## src/rtl/quad_enc_sampler_if.sv

```systemverilog
// Snapshot handshake between the quadrature sampling controller and its consumer.
// The master presents position, delta and fault; the slave accepts with sample_ready.
interface quad_enc_sampler_if #(
    parameter int COUNT_W = 32
);
    logic               sample_valid;
    logic               sample_ready;
    logic [COUNT_W-1:0] sample_pos;
    logic [COUNT_W-1:0] sample_delta;
    logic               sample_fault;

    modport master (
        output sample_valid,
        output sample_pos,
        output sample_delta,
        output sample_fault,
        input  sample_ready
    );

    modport slave (
        input  sample_valid,
        input  sample_pos,
        input  sample_delta,
        input  sample_fault,
        output sample_ready
    );
endinterface

```

## src/rtl/quad_enc_sampler.sv

```systemverilog
// Periodic sampling controller for a quadrature decoder: owns the decoder reset,
// services clear requests and emits position/velocity/fault snapshots every period+1 clocks.
module quad_enc_sampler #(
    parameter int COUNT_W      = 32,
    parameter int PERIOD_W     = 16,
    parameter int CLEAR_CYCLES = 2
) (
    input  logic                clk,
    input  logic                resetn,
    input  logic                enable,
    input  logic [PERIOD_W-1:0] period,
    input  logic                clear_req,
    output logic                clear_ack,
    input  logic [COUNT_W-1:0]  enc_count,
    input  logic                enc_faultn,
    output logic                enc_resetn,
    quad_enc_sampler_if.master  smp,
    output logic                overrun
);

    typedef enum logic [1:0] {
        IDLE  = 2'd0,
        CLEAR = 2'd1,
        RUN   = 2'd2
    } state_t;

    state_t              state_q, state_d;
    logic [3:0]          clr_cnt_q, clr_cnt_d;
    logic                ack_pend_q, ack_pend_d;
    logic                clear_ack_q, clear_ack_d;
    logic                enc_resetn_q, enc_resetn_d;
    logic [PERIOD_W-1:0] timer_q, timer_d;
    logic [COUNT_W-1:0]  prev_pos_q, prev_pos_d;
    logic                valid_q, valid_d;
    logic [COUNT_W-1:0]  pos_q, pos_d;
    logic [COUNT_W-1:0]  delta_q, delta_d;
    logic                fault_q, fault_d;
    logic                overrun_q, overrun_d;
    logic                accept;
    logic signed [COUNT_W-1:0] delta_now;

    // Velocity is the modular count difference, read as two's complement.
    function automatic logic signed [COUNT_W-1:0] wrap_delta(
        input logic [COUNT_W-1:0] cur,
        input logic [COUNT_W-1:0] prev
    );
        return $signed(cur - prev);
    endfunction

    assign accept    = valid_q & smp.sample_ready;
    assign delta_now = wrap_delta(enc_count, prev_pos_q);

    always_comb begin
        state_d      = state_q;
        clr_cnt_d    = clr_cnt_q;
        ack_pend_d   = ack_pend_q;
        clear_ack_d  = 1'b0;
        enc_resetn_d = enc_resetn_q;
        timer_d      = timer_q;
        prev_pos_d   = prev_pos_q;
        valid_d      = valid_q;
        pos_d        = pos_q;
        delta_d      = delta_q;
        fault_d      = fault_q;
        overrun_d    = overrun_q;

        if (accept) begin
            valid_d = 1'b0;
        end

        case (state_q)
            IDLE: begin
                if (clear_req) begin
                    state_d      = CLEAR;
                    clr_cnt_d    = 4'(CLEAR_CYCLES);
                    ack_pend_d   = 1'b1;
                    enc_resetn_d = 1'b0;
                    overrun_d    = 1'b0;
                end else if (enable) begin
                    state_d = RUN;
                    timer_d = period;
                end
            end

            CLEAR: begin
                if (clr_cnt_q > 4'd1) begin
                    clr_cnt_d = clr_cnt_q - 4'd1;
                end else begin
                    enc_resetn_d = 1'b1;
                    clear_ack_d  = ack_pend_q;
                    ack_pend_d   = 1'b0;
                    prev_pos_d   = '0;
                    if (enable) begin
                        state_d = RUN;
                        timer_d = period;
                    end else begin
                        state_d = IDLE;
                    end
                end
            end

            RUN: begin
                if (timer_q == '0) begin
                    timer_d = period;
                    // A held snapshot keeps prev_pos, so the next delta spans the dropped intervals.
                    if (!valid_q || accept) begin
                        valid_d    = 1'b1;
                        pos_d      = enc_count;
                        delta_d    = $unsigned(delta_now);
                        fault_d    = ~enc_faultn;
                        prev_pos_d = enc_count;
                    end else begin
                        overrun_d = 1'b1;
                    end
                end else begin
                    timer_d = timer_q - PERIOD_W'(1);
                end

                if (clear_req) begin
                    state_d      = CLEAR;
                    clr_cnt_d    = 4'(CLEAR_CYCLES);
                    ack_pend_d   = 1'b1;
                    enc_resetn_d = 1'b0;
                    overrun_d    = 1'b0;
                end else if (!enable) begin
                    state_d = IDLE;
                end
            end

            default: begin
                state_d = IDLE;
            end
        endcase
    end

    always_ff @(posedge clk or negedge resetn) begin
        if (!resetn) begin
            state_q      <= CLEAR;
            clr_cnt_q    <= 4'(CLEAR_CYCLES);
            ack_pend_q   <= 1'b0;
            clear_ack_q  <= 1'b0;
            enc_resetn_q <= 1'b0;
            timer_q      <= '0;
            prev_pos_q   <= '0;
            valid_q      <= 1'b0;
            pos_q        <= '0;
            delta_q      <= '0;
            fault_q      <= 1'b0;
            overrun_q    <= 1'b0;
        end else begin
            state_q      <= state_d;
            clr_cnt_q    <= clr_cnt_d;
            ack_pend_q   <= ack_pend_d;
            clear_ack_q  <= clear_ack_d;
            enc_resetn_q <= enc_resetn_d;
            timer_q      <= timer_d;
            prev_pos_q   <= prev_pos_d;
            valid_q      <= valid_d;
            pos_q        <= pos_d;
            delta_q      <= delta_d;
            fault_q      <= fault_d;
            overrun_q    <= overrun_d;
        end
    end

    assign clear_ack        = clear_ack_q;
    assign enc_resetn       = enc_resetn_q;
    assign overrun          = overrun_q;
    assign smp.sample_valid = valid_q;
    assign smp.sample_pos   = pos_q;
    assign smp.sample_delta = delta_q;
    assign smp.sample_fault = fault_q;

endmodule

```

## src/flat_wrapper.sv

```systemverilog
// flat-port wrapper written by rule: the top's interface ports become plain ports
module quad_enc_sampler_flat 
#(
    parameter int COUNT_W      = 32,
    parameter int PERIOD_W     = 16,
    parameter int CLEAR_CYCLES = 2
)
  (clk, resetn, enable, period, clear_req, clear_ack, enc_count, enc_faultn, enc_resetn, overrun, smp_sample_valid, smp_sample_pos, smp_sample_delta, smp_sample_fault, smp_sample_ready);
  quad_enc_sampler_if #(.COUNT_W(COUNT_W)) smp_i ();
  input  logic clk;
  input  logic resetn;
  input  logic enable;
  input  logic [PERIOD_W-1:0] period;
  input  logic clear_req;
  output logic clear_ack;
  input  logic [COUNT_W-1:0] enc_count;
  input  logic enc_faultn;
  output logic enc_resetn;
  output logic overrun;
  output wire logic [$bits(smp_i.sample_valid)-1:0] smp_sample_valid;
  output wire logic [$bits(smp_i.sample_pos)-1:0] smp_sample_pos;
  output wire logic [$bits(smp_i.sample_delta)-1:0] smp_sample_delta;
  output wire logic [$bits(smp_i.sample_fault)-1:0] smp_sample_fault;
  input wire logic [$bits(smp_i.sample_ready)-1:0] smp_sample_ready;
  assign smp_sample_valid = smp_i.sample_valid;
  assign smp_sample_pos = smp_i.sample_pos;
  assign smp_sample_delta = smp_i.sample_delta;
  assign smp_sample_fault = smp_i.sample_fault;
  assign smp_i.sample_ready = smp_sample_ready;
  quad_enc_sampler #(.COUNT_W(COUNT_W), .PERIOD_W(PERIOD_W), .CLEAR_CYCLES(CLEAR_CYCLES)) u_core (.clk(clk), .resetn(resetn), .enable(enable), .period(period), .clear_req(clear_req), .clear_ack(clear_ack), .enc_count(enc_count), .enc_faultn(enc_faultn), .enc_resetn(enc_resetn), .smp(smp_i), .overrun(overrun));
endmodule
```

## config.mk

```make
export PLATFORM = sky130hd
export DESIGN_NAME = quad_enc_sampler_flat
export DESIGN_NICKNAME = d
export VERILOG_FILES = /design/src/rtl/quad_enc_sampler_if.sv /design/src/rtl/quad_enc_sampler.sv /design/src/flat_wrapper.sv
export SDC_FILE = /design/constraint.sdc
export NUM_CORES = 1
export LEC_CHECK = 0
export ABC_AREA = 1
export CAP_MARGIN = 15
export CORE_MARGIN = 1.5
export CORE_UTILIZATION = 50
export DETAILED_ROUTE_END_ITERATION = 12
export GPL_TIMING_DRIVEN = 0
export PLACE_DENSITY = 0.75
export SLEW_MARGIN = 20
export SYNTH_ARGS = -nofsm -noshare
export SYNTH_HDL_FRONTEND = slang
export SYNTH_SLANG_ARGS = --single-unit
```

## constraint.sdc

```tcl
create_clock -name clk -period 2.2 [get_ports clk]
set_input_delay 0.22 -clock clk [delete_from_list [all_inputs] [get_ports clk]]
set_output_delay 0.22 -clock clk [all_outputs]
set_load 0.1 [all_outputs]
```

* Yosys cells after proc, flatten, opt, wreduce, memory -nomap -nowiden
Index checks and enable logic that the tools add are counted.
** Storage, ports and cells
- Register bits :: 124
- Output and inout port bits :: 69
- Word-level logic and storage cells :: 82
** Cells by class
- $add $sub $neg :: 3
- $lt $le $gt $ge :: 1
- Equality and inequality tests :: 13
- Multiplexer cells :: 35
- Bitwise gates (word level) :: 2
- Reduce and logical (&&, ||, !) cells :: 16
** Operators by type and width (count)
- two-way mux 32 bit :: 3
- two-way mux 16 bit :: 4
- one-hot mux 32 bit (2 select lines) :: 1
- one-hot mux 16 bit (3 select lines) :: 1
- subtractor 32 bit :: 1
- zero test 16 bit :: 1
- subtractor 16 x 1 -> 16 bit, second input constant :: 1
- AND reduction 3 bit :: 5
- two-way mux 1 bit :: 13
- two-way mux 2 bit :: 6
- != test 3 bit, second input constant :: 3
- two-way mux 4 bit :: 2
- != test 2 x 1 -> 1 bit, second input constant :: 4
- one-hot mux 4 bit (2 select lines) :: 1
- AND reduction 4 bit :: 2
- != test 2 bit, second input constant :: 3
- one-hot mux 1 bit (2 select lines) :: 3
- one-hot mux 2 bit (3 select lines) :: 1
- nonzero test 2 bit :: 3
- > comparator 4 x 1 -> 1 bit, second input constant :: 1
- subtractor 4 x 1 -> 4 bit, second input constant :: 1
- != test 3 x 2 -> 1 bit, second input constant :: 1
- nonzero test 3 bit :: 1
- equality test 2 x 1 -> 1 bit, second input constant :: 1
- 7 further kinds :: 7

* Logic depth before layout (Yosys ltp)
Gate-level depths: netlist of run 1.
- Depth in word-level cells :: 6
- Gate-level depth with buffers :: 15
- Mapped depth without buffers :: 15

* Worst setup path after synthesis of run 1
No wires, ideal clock.
- Path type :: reg-to-reg
- Start point :: register u_core.valid_q, in the netlist u_core.smp.sample_valid
- End point :: register u_core.prev_pos_q[10]
- Setup time :: 0.133 ns
- Arrival time :: 1.892 ns
- Data required time :: 2.067 ns
- Setup slack :: 0.175 ns
- Cell stages (with the launch flop) :: 7
- Buffers on the path :: 1
- Period minus slack after synthesis :: 2.025 ns
- Cell sequence :: dfrtp_1 inv_1 nor2_1 inv_1 nand3_1 clkbuf_1 o22ai_1
** Between the ends
- Longest elaborated chain between the ends :: 4
** RTL lines
- start: declaration :: line quad_enc_sampler.sv:34 : logic valid_q, valid_d;
- start signal: assignment :: line quad_enc_sampler.sv:158 : valid_q <= valid_d;
- AND 1 bit or zero test 1 bit (tied branches) :: line quad_enc_sampler.sv:50, quad_enc_sampler.sv:106
- logical OR 1 bit (*) :: line quad_enc_sampler.sv:106 : if (!valid_q || accept) begin
- != test 2 x 1 -> 1 bit (no line) (*)
- AND reduction 4 bit (no line) (*)
- end signal: assignment :: line quad_enc_sampler.sv:157 : prev_pos_q <= prev_pos_d;
- end: declaration :: line quad_enc_sampler.sv:33 : logic [COUNT_W-1:0] prev_pos_q, prev_pos_d;
Every way passes the cells marked *; elsewhere a longest branch is shown, timed or not.
A chain may end at the register's enable or synchronous reset.

* Worst setup path in the final report of run 1
- Start point :: register u_core.delta_q[17], in the netlist u_core.smp.sample_delta[17]
- End point :: output port smp_sample_delta[17]
** RTL lines
- start: declaration :: line quad_enc_sampler.sv:36 : logic [COUNT_W-1:0] delta_q, delta_d;
- start signal: assignment :: line quad_enc_sampler.sv:160 : delta_q <= delta_d;
- end: declaration :: line flat_wrapper.sv:22 : output wire logic [$bits(smp_i.sample_delta)-1:0] smp_sample_delta;
No word-level cell between the ends.

==> impl_metrics.yaml, run 1 <==
run_status:
  status: "finished, final reports clean"
sta:
  finalSetupViolCount: 0
  final_hold_violations: 0
  finalSetupTns_ns: 0
  count_of_final_max_slew_check_failures: 0
  timing_worst_slew_pin_value_ns: 1.04
  fin_skew_ns: 0.0102
  min_period_over_period: 0.986
  max_slew_margin: 0.308
  rsz0062_at_grt: "no"
  clock.fmax_mhz: 461
  holdWs_ns: 0.323
  final_period_minus_worst_setup_slack_ns: 2.17
drt:
  drc: 0
  detailedRoute.firstPassIterationCount: 7
  post_drt_via_cell_ratio: 5.01
  postRouteAntennaNets: 0
  routed-via-count: 7199
  drt_iter0_drc: 439
  detail_route.wl_per_cell_um: 14.1
  wl_um: 20300
global_routing:
  grt_overflow_total: 0
  first_global_vias: 7058
  met2_usage: 0.434
  global_route_wire_length_before_repair_um: 33700
  busiest_layer: "met2"
  grt_start_max_net_pins: 72
  grt_antenna_before_repair: 0
  globalRouteTotalUtil: 0.264
  gr-usage-met3: 0.0687
  global_route.usage.met1: 0.348
power:
  switching_fraction: 0.376
  worst_ir_drop_vdd_mv: 1.03
  pwr_density_cell_nw_per_um2: 844
  leakage_component_of_the_power_nw: 5.27
  switching_power_summed_over_all_nets_mw: 3.15
  power.share.sequential: 0.339
  share_comb_of_total_power: 0.335
  power_report.internal_total_mw: 5.22
  fraction_of_power_consumed_by_the_clock_network: 0.327
worst_setup_path:
  kind_of_cell_adding_the_most_delay_to_the_critical_path: "buffers and inverters"
  cpPeakStageDelay_ns: 1.15
  cp-end-kind: "output port"
  worst_path_max_delay_cell: "sky130_fd_sc_hd__clkdlybuf4s50_1"
  critPathMaxFanout: 2
  worstPathArrival_ns: 1.95
  rrSetupSlack_ns: 0.12
  worst-path-buf-inv: 1
  crit_required_ns: 1.98
  category_of_the_worst_setup_path_launch_point: "flop"
  path_class: "reg2out"
  worstPathCellList: "clkdlybuf4s50_1"
clock_tree:
  htree_levels: 4
  path_clk_slew_ns: 0.05
  clockBufferDepth: 2
  cts-root-buf: "sky130_fd_sc_hd__clkbuf_16"
  cts_buffers: 17
  clkLatencyLatePin_ns: 0.42
  cts_tree: "built"
  cts_sinks: 124
die:
  floorplan.rows: 45
  die_x_um: 127
  floorplan.io_pins: 123
  fp.coreArea_um2: 15100
  die-area_um2: 16200
  die_h_um: 127
  floorplan.initialDensity: 0.509
synth:
  synthesis.area_per_instance_um2: 7.08
  netlist_instances: 1089
  dominant_combinational_cell_family_by_area_after_synthesis: "simple AND/OR/NAND/NOR gates"
  yosysUniqueCellTypes: 34
  synthMuxAreaShare: 0
  postSynthRegisterBits: 124
  post_synth_fa_ha_maj_area_fraction: 0.0594
  proportion_of_synthesized_chip_area_in_sequential_cells: 0.403
  synthXorXnorAreaFrac: 0.0227
  synth_nets: 1179
  synth_compound_area_frac: 0.106
  synth_simple_gate_area_frac: 0.283
  ys.warnings.count: 0
  synth_area_um2: 7700
final_layout:
  nets: 1327
  n_fill_cell: 1326
  synthToLayoutAreaGrowth_pct: 28.6
  post_route_cells_drive_above_1_share: 0.0760
  mostFrequentLayoutCell: "sky130_fd_sc_hd__nand2_1"
  final-instance-count-excl-fill: 1438
  final_cell_mix: "sky130_fd_sc_hd__nand2_1 (364), sky130_fd_sc_hd__inv_1 (211), sky130_fd_sc_hd__dfrtp_1 (122), sky130_fd_sc_hd__clkdlybuf4s50_1 (116), sky130_fd_sc_hd__nor2_1 (71)"
  antenna_cells: 0
placement:
  gp_congestion: 0.952
  port_buffers: 122
  place_inst: 1400
  dp_hpwl_um: 15400
min_path:
  min_delay_path_class: "in2async"
flow_run:
  max-cap-violations: 0
-- synth_stat cells, drive strengths merged --
cell type / number / area (µm²)
a21o: 1 / 7.51
o21ai: 68 / 397
nor3: 11 / 66.3
dfrtp: 122 / 3050
a22oi: 1 / 7.51
nor2: 77 / 297
o21bai: 1 / 7.51
nand3b: 3 / 22.5
nand4: 8 / 50.1
nand2: 369 / 1390
fa: 1 / 20.0
inv: 214 / 803
dfstp: 2 / 52.6
a21oi: 19 / 95.1
buf: 17 / 141
xnor2: 14 / 123
ha: 35 / 438
and2: 5 / 31.3
clkbuf: 6 / 22.5
a31oi: 2 / 12.5
nand3: 58 / 290
nor3b: 2 / 20.0
o22ai: 33 / 206
o211ai: 11 / 82.6
xor2: 6 / 52.6
or2: 3 / 18.8
-- layout make-up --
cell class | count | area [µm²] | share of cell area
multi-input combinational | 728 | 3700 | 0.374
sequential | 124 | 3110 | 0.313
timing repair buffer | 129 | 1310 | 0.132
inverter | 214 | 803 | 0.0811
clock buffer | 25 | 485 | 0.0490
tap | 188 | 235 | 0.0237
buffer | 23 | 176 | 0.0178
clock inverter | 7 | 87.6 | 0.00884
-- timing repair --
item                                    in CTS  in global routing
hold buffers                                 1                  0
pin swaps                                    1                  1
resized for setup                            2                 30
endpoints found under the setup margin      92                 60
hold endpoints to repair                    53                  0
buffers inserted                             4                  1
-- kinds of logic (layout without fill, tap and decap cells) --
| group | Yosys count | count (layout) |
|---|---|---|
| flops | 124 | 124 |
| fa+ha+maj | 36 | 36 |
| simple gates | 536 | 536 |
| xor+xnor | 20 | 20 |
| compound gates | 136 | 136 |
| buf+inv | 237 | 398 |
-- power by group through the flow --
stage / sequential (mW) / combinational (mW) / clock [mW]
floorplan: 3.36 / 1.43 / 0
global placement: 2.85 / 2.66 / 0
detailed placement: 2.85 / 2.71 / 0
CTS: 2.82 / 2.74 / 2.78
global route: 2.87 / 3.12 / 2.87
finish: 2.83 / 2.80 / 2.73
-- flip-flops by register name (all words and copies together), names as in the netlist --
register                 count
u_core.timer_q              16
u_core.smp.sample_delta     32
u_core.smp.sample_fault      1
u_core.overrun               1
u_core.smp.sample_valid      1
u_core.state_q               2
u_core.ack_pend_q            1
u_core.clr_cnt_q             4
u_core.clear_ack             1
u_core.prev_pos_q           32
u_core.smp.sample_pos       32
u_core.enc_resetn            1
-- final timing paths --
kind / cells after the start / startpoint / to
min in group clk: 3 / period[9] / u_core.timer_q[9]
worst max-delay path: 1 / u_core.smp.sample_delta[17] / smp_sample_delta[17]
worst min-delay path: 2 / resetn / u_core.smp.sample_pos[13]
worst max register to register: 12 / u_core.timer_q[0] / u_core.smp.sample_delta[3]
worst min register to register: 2 / u_core.smp.sample_delta[27] / u_core.smp.sample_delta[27]
max in group asynchronous: 3 / resetn / u_core.clr_cnt_q[1]
-- per-stage QoR --
step	worst slack [ns]	util	cell area [µm²]	power, mW
2_1_floorplan	0.175	-	7700	4.80
3_3_place_gp	-4.03	0.605	9160	5.51
3_5_place_dp	-0.350	0.607	9190	5.56
4_1_cts	0.000159	0.648	9810	8.33
5_1_grt	0.000542	0.654	9910	8.86
6_report	0.0318	0.654	9910	8.36
-- layer usage --
metal / vias to the layer above / part of all wire
met5: - / 0
met4: 0 / 0.014
met3: 20 / 0.059
met2: 196 / 0.47
met1: 3298 / 0.46
li1: 3685 / -
(Power assumes the default switching activity.)
==> inputs of run 2 (changes only) <==
- SKIP_LAST_GASP: default -> 1
==> results of run 2 <==
No change in the layout: final DEF, timing and power equal those of run 1.
==> inputs of run 3 (changes only) <==
- CTS_BUF_LIST: default -> sky130_fd_sc_hd__clkbuf_2 sky130_fd_sc_hd__clkbuf_4 sky130_fd_sc_hd__clkbuf_8
==> run 3 against run 2 <==
  * Sequential power is essentially flat
  * Power shrank 8.5%
  * Die area is the same
  * Combinational power is essentially flat
  * Sequential share of layout area grew 0.42 points
==> impl_metrics.yaml, run 3 (synthesized netlist as in run 1, its figures left out) <==
worst_setup_path:
  crit_required_ns: 1.98
  category_of_the_worst_setup_path_launch_point: "flop"
  cp-end-kind: "output port"
  worst-path-buf-inv: 1
  cpPeakStageDelay_ns: 1.13
  worstPathCellList: "clkdlybuf4s50_1"
  critPathMaxFanout: 2
  kind_of_cell_adding_the_most_delay_to_the_critical_path: "buffers and inverters"
  worst_path_max_delay_cell: "sky130_fd_sc_hd__clkdlybuf4s50_1"
  path_class: "reg2out"
  worstPathArrival_ns: 1.95
clock_tree:
  clockBufferDepth: 2
  cts_sinks: 124
  cts_tree: "built"
  htree_levels: 4
  cts_buffers: 17
  path_clk_slew_ns: 0.08
  cts-root-buf: "sky130_fd_sc_hd__clkbuf_8"
  clkLatencyLatePin_ns: 0.46
global_routing:
  global_route_wire_length_before_repair_um: 33300
  grt_antenna_before_repair: 0
  first_global_vias: 6983
  grt_start_max_net_pins: 72
  grt_overflow_total: 0
  globalRouteTotalUtil: 0.261
drt:
  postRouteAntennaNets: 0
  drc: 0
  detail_route.wl_per_cell_um: 14.1
  drt_iter0_drc: 424
  wl_um: 20300
  detailedRoute.firstPassIterationCount: 7
  routed-via-count: 7230
  post_drt_via_cell_ratio: 5.03
sta:
  count_of_final_max_slew_check_failures: 0
  clock.fmax_mhz: 462
  post-route-worst-setup-slack_ns: 0.0338
  min_period_over_period: 0.985
  max_slew_margin: 0.323
  rsz0062_at_grt: "yes"
  finalSetupTns_ns: 0
  fin_skew_ns: 0.0215
  final_hold_violations: 0
  timing_worst_slew_pin_value_ns: 1.02
  finalSetupViolCount: 0
  final_period_minus_worst_setup_slack_ns: 2.17
die:
  die_h_um: 127
  die-area_um2: 16200
  fp.coreArea_um2: 15100
  floorplan.rows: 45
  floorplan.io_pins: 123
  floorplan.initialDensity: 0.509
  die_x_um: 127
flow_run:
  max-cap-violations: 0
placement:
  dpl_worst_slack_ns: -0.350
  gp_congestion: 0.952
  dp_hpwl_um: 15400
  port_buffers: 122
min_path:
  min_delay_path_class: "in2async"
final_layout:
  n_fill_cell: 1353
  post_route_cells_drive_above_1_share: 0.0769
  final_cell_mix: "sky130_fd_sc_hd__nand2_1 (365), sky130_fd_sc_hd__inv_1 (211), sky130_fd_sc_hd__dfrtp_1 (122), sky130_fd_sc_hd__nor2_1 (71), sky130_fd_sc_hd__clkdlybuf4s50_1 (70)"
  synthToLayoutAreaGrowth_pct: 26.9
  nets: 1326
  antenna_cells: 0
  mostFrequentLayoutCell: "sky130_fd_sc_hd__nand2_1"
run_status:
  status: "finished, final reports clean"
power:
  pwr_density_cell_nw_per_um2: 783
  worst_ir_drop_vdd_mv: 0.974
  leakage_component_of_the_power_nw: 5.65
run 3: cell count changes in the layout (fill, tap and decap cells not counted), moves of 2 or more:
cell and change:
sky130_fd_sc_hd__clkdlybuf4s50_1 -46, sky130_fd_sc_hd__dlymetal6s2s_1 +29, sky130_fd_sc_hd__clkbuf_16 -17, sky130_fd_sc_hd__clkbuf_8 +17, sky130_fd_sc_hd__dlygate4sd2_1 +17, sky130_fd_sc_hd__clkbuf_1 -4, sky130_fd_sc_hd__clkbuf_4 +4, sky130_fd_sc_hd__buf_4 -2
sky130_fd_sc_hd__clkbuf_2 -2
run 3: layout make-up:
class	instances	area [µm²]	share of cell area
multi-input combinational	728	3690	0.378
sequential	124	3110	0.318
timing repair buffer	128	1370	0.140
inverter	214	803	0.0822
clock buffer	25	313	0.0320
tap	188	235	0.0241
buffer	23	171	0.0175
clock inverter	7	87.6	0.00896
run 3: what timing repair did:
item                                   CTS  global route
pin swaps                                1             2
endpoints found under the hold margin   53             0
hold buffers                             1             0
gates resized for setup                 19            53
setup endpoints to repair              105           143
buffers inserted                         2             2
run 3: report_power, final:
part | switching (mW) | leakage, nW | internal [mW]
Clock | 0.905 | 0.211 | 1.15
Sequential | 0.239 | 1.62 | 2.58
Combinational | 1.91 | 3.82 | 0.865
run 3: final timing paths:
check | startpoint | cells past startpoint | slack [ns] | endpoint
min in group clk | period[9] | 3 | 0.33 | u_core.timer_q[9]
worst max-delay path | u_core.smp.sample_pos[5] | 1 | 0.03 | smp_sample_pos[5]
worst min register to register | u_core.smp.sample_delta[19] | 2 | 0.49 | u_core.smp.sample_delta[19]
worst max register to register | u_core.timer_q[6] | 7 | 0.13 | u_core.prev_pos_q[3]
worst min-delay path | resetn | 2 | 0.27 | u_core.prev_pos_q[15]
max in group asynchronous | resetn | 3 | 1.13 | u_core.clr_cnt_q[1]
run 3: per-layer routing:
| layer | global-route usage | up-vias | wire, µm |
|---|---|---|---|
| li1 | - | 3694 | - |
| met1 | 0.345 | 3310 | 9340 |
| met2 | 0.428 | 202 | 9410 |
| met3 | 0.0653 | 24 | 1240 |
| met4 | 0.0709 | 0 | 269 |
| met5 | 0 | - | 0 |
run 3: stage by stage:
step / power (mW) / hold WS, ns / util / cell area, µm² / std cells
after detailed placement: 5.56 / 0.209 / 0.607 / 9190 / 1400
after global routing: 8.14 / 0.316 / 0.645 / 9780 / 1437
final: 7.65 / 0.274 / 0.645 / 9780 / 1437
after global placement: 5.51 / 0.464 / 0.605 / 9160 / 1399
after floorplan: 4.80 / -0.0756 / - / 7700 / 1089
after CTS: 7.63 / 0.293 / 0.634 / 9610 / 1435
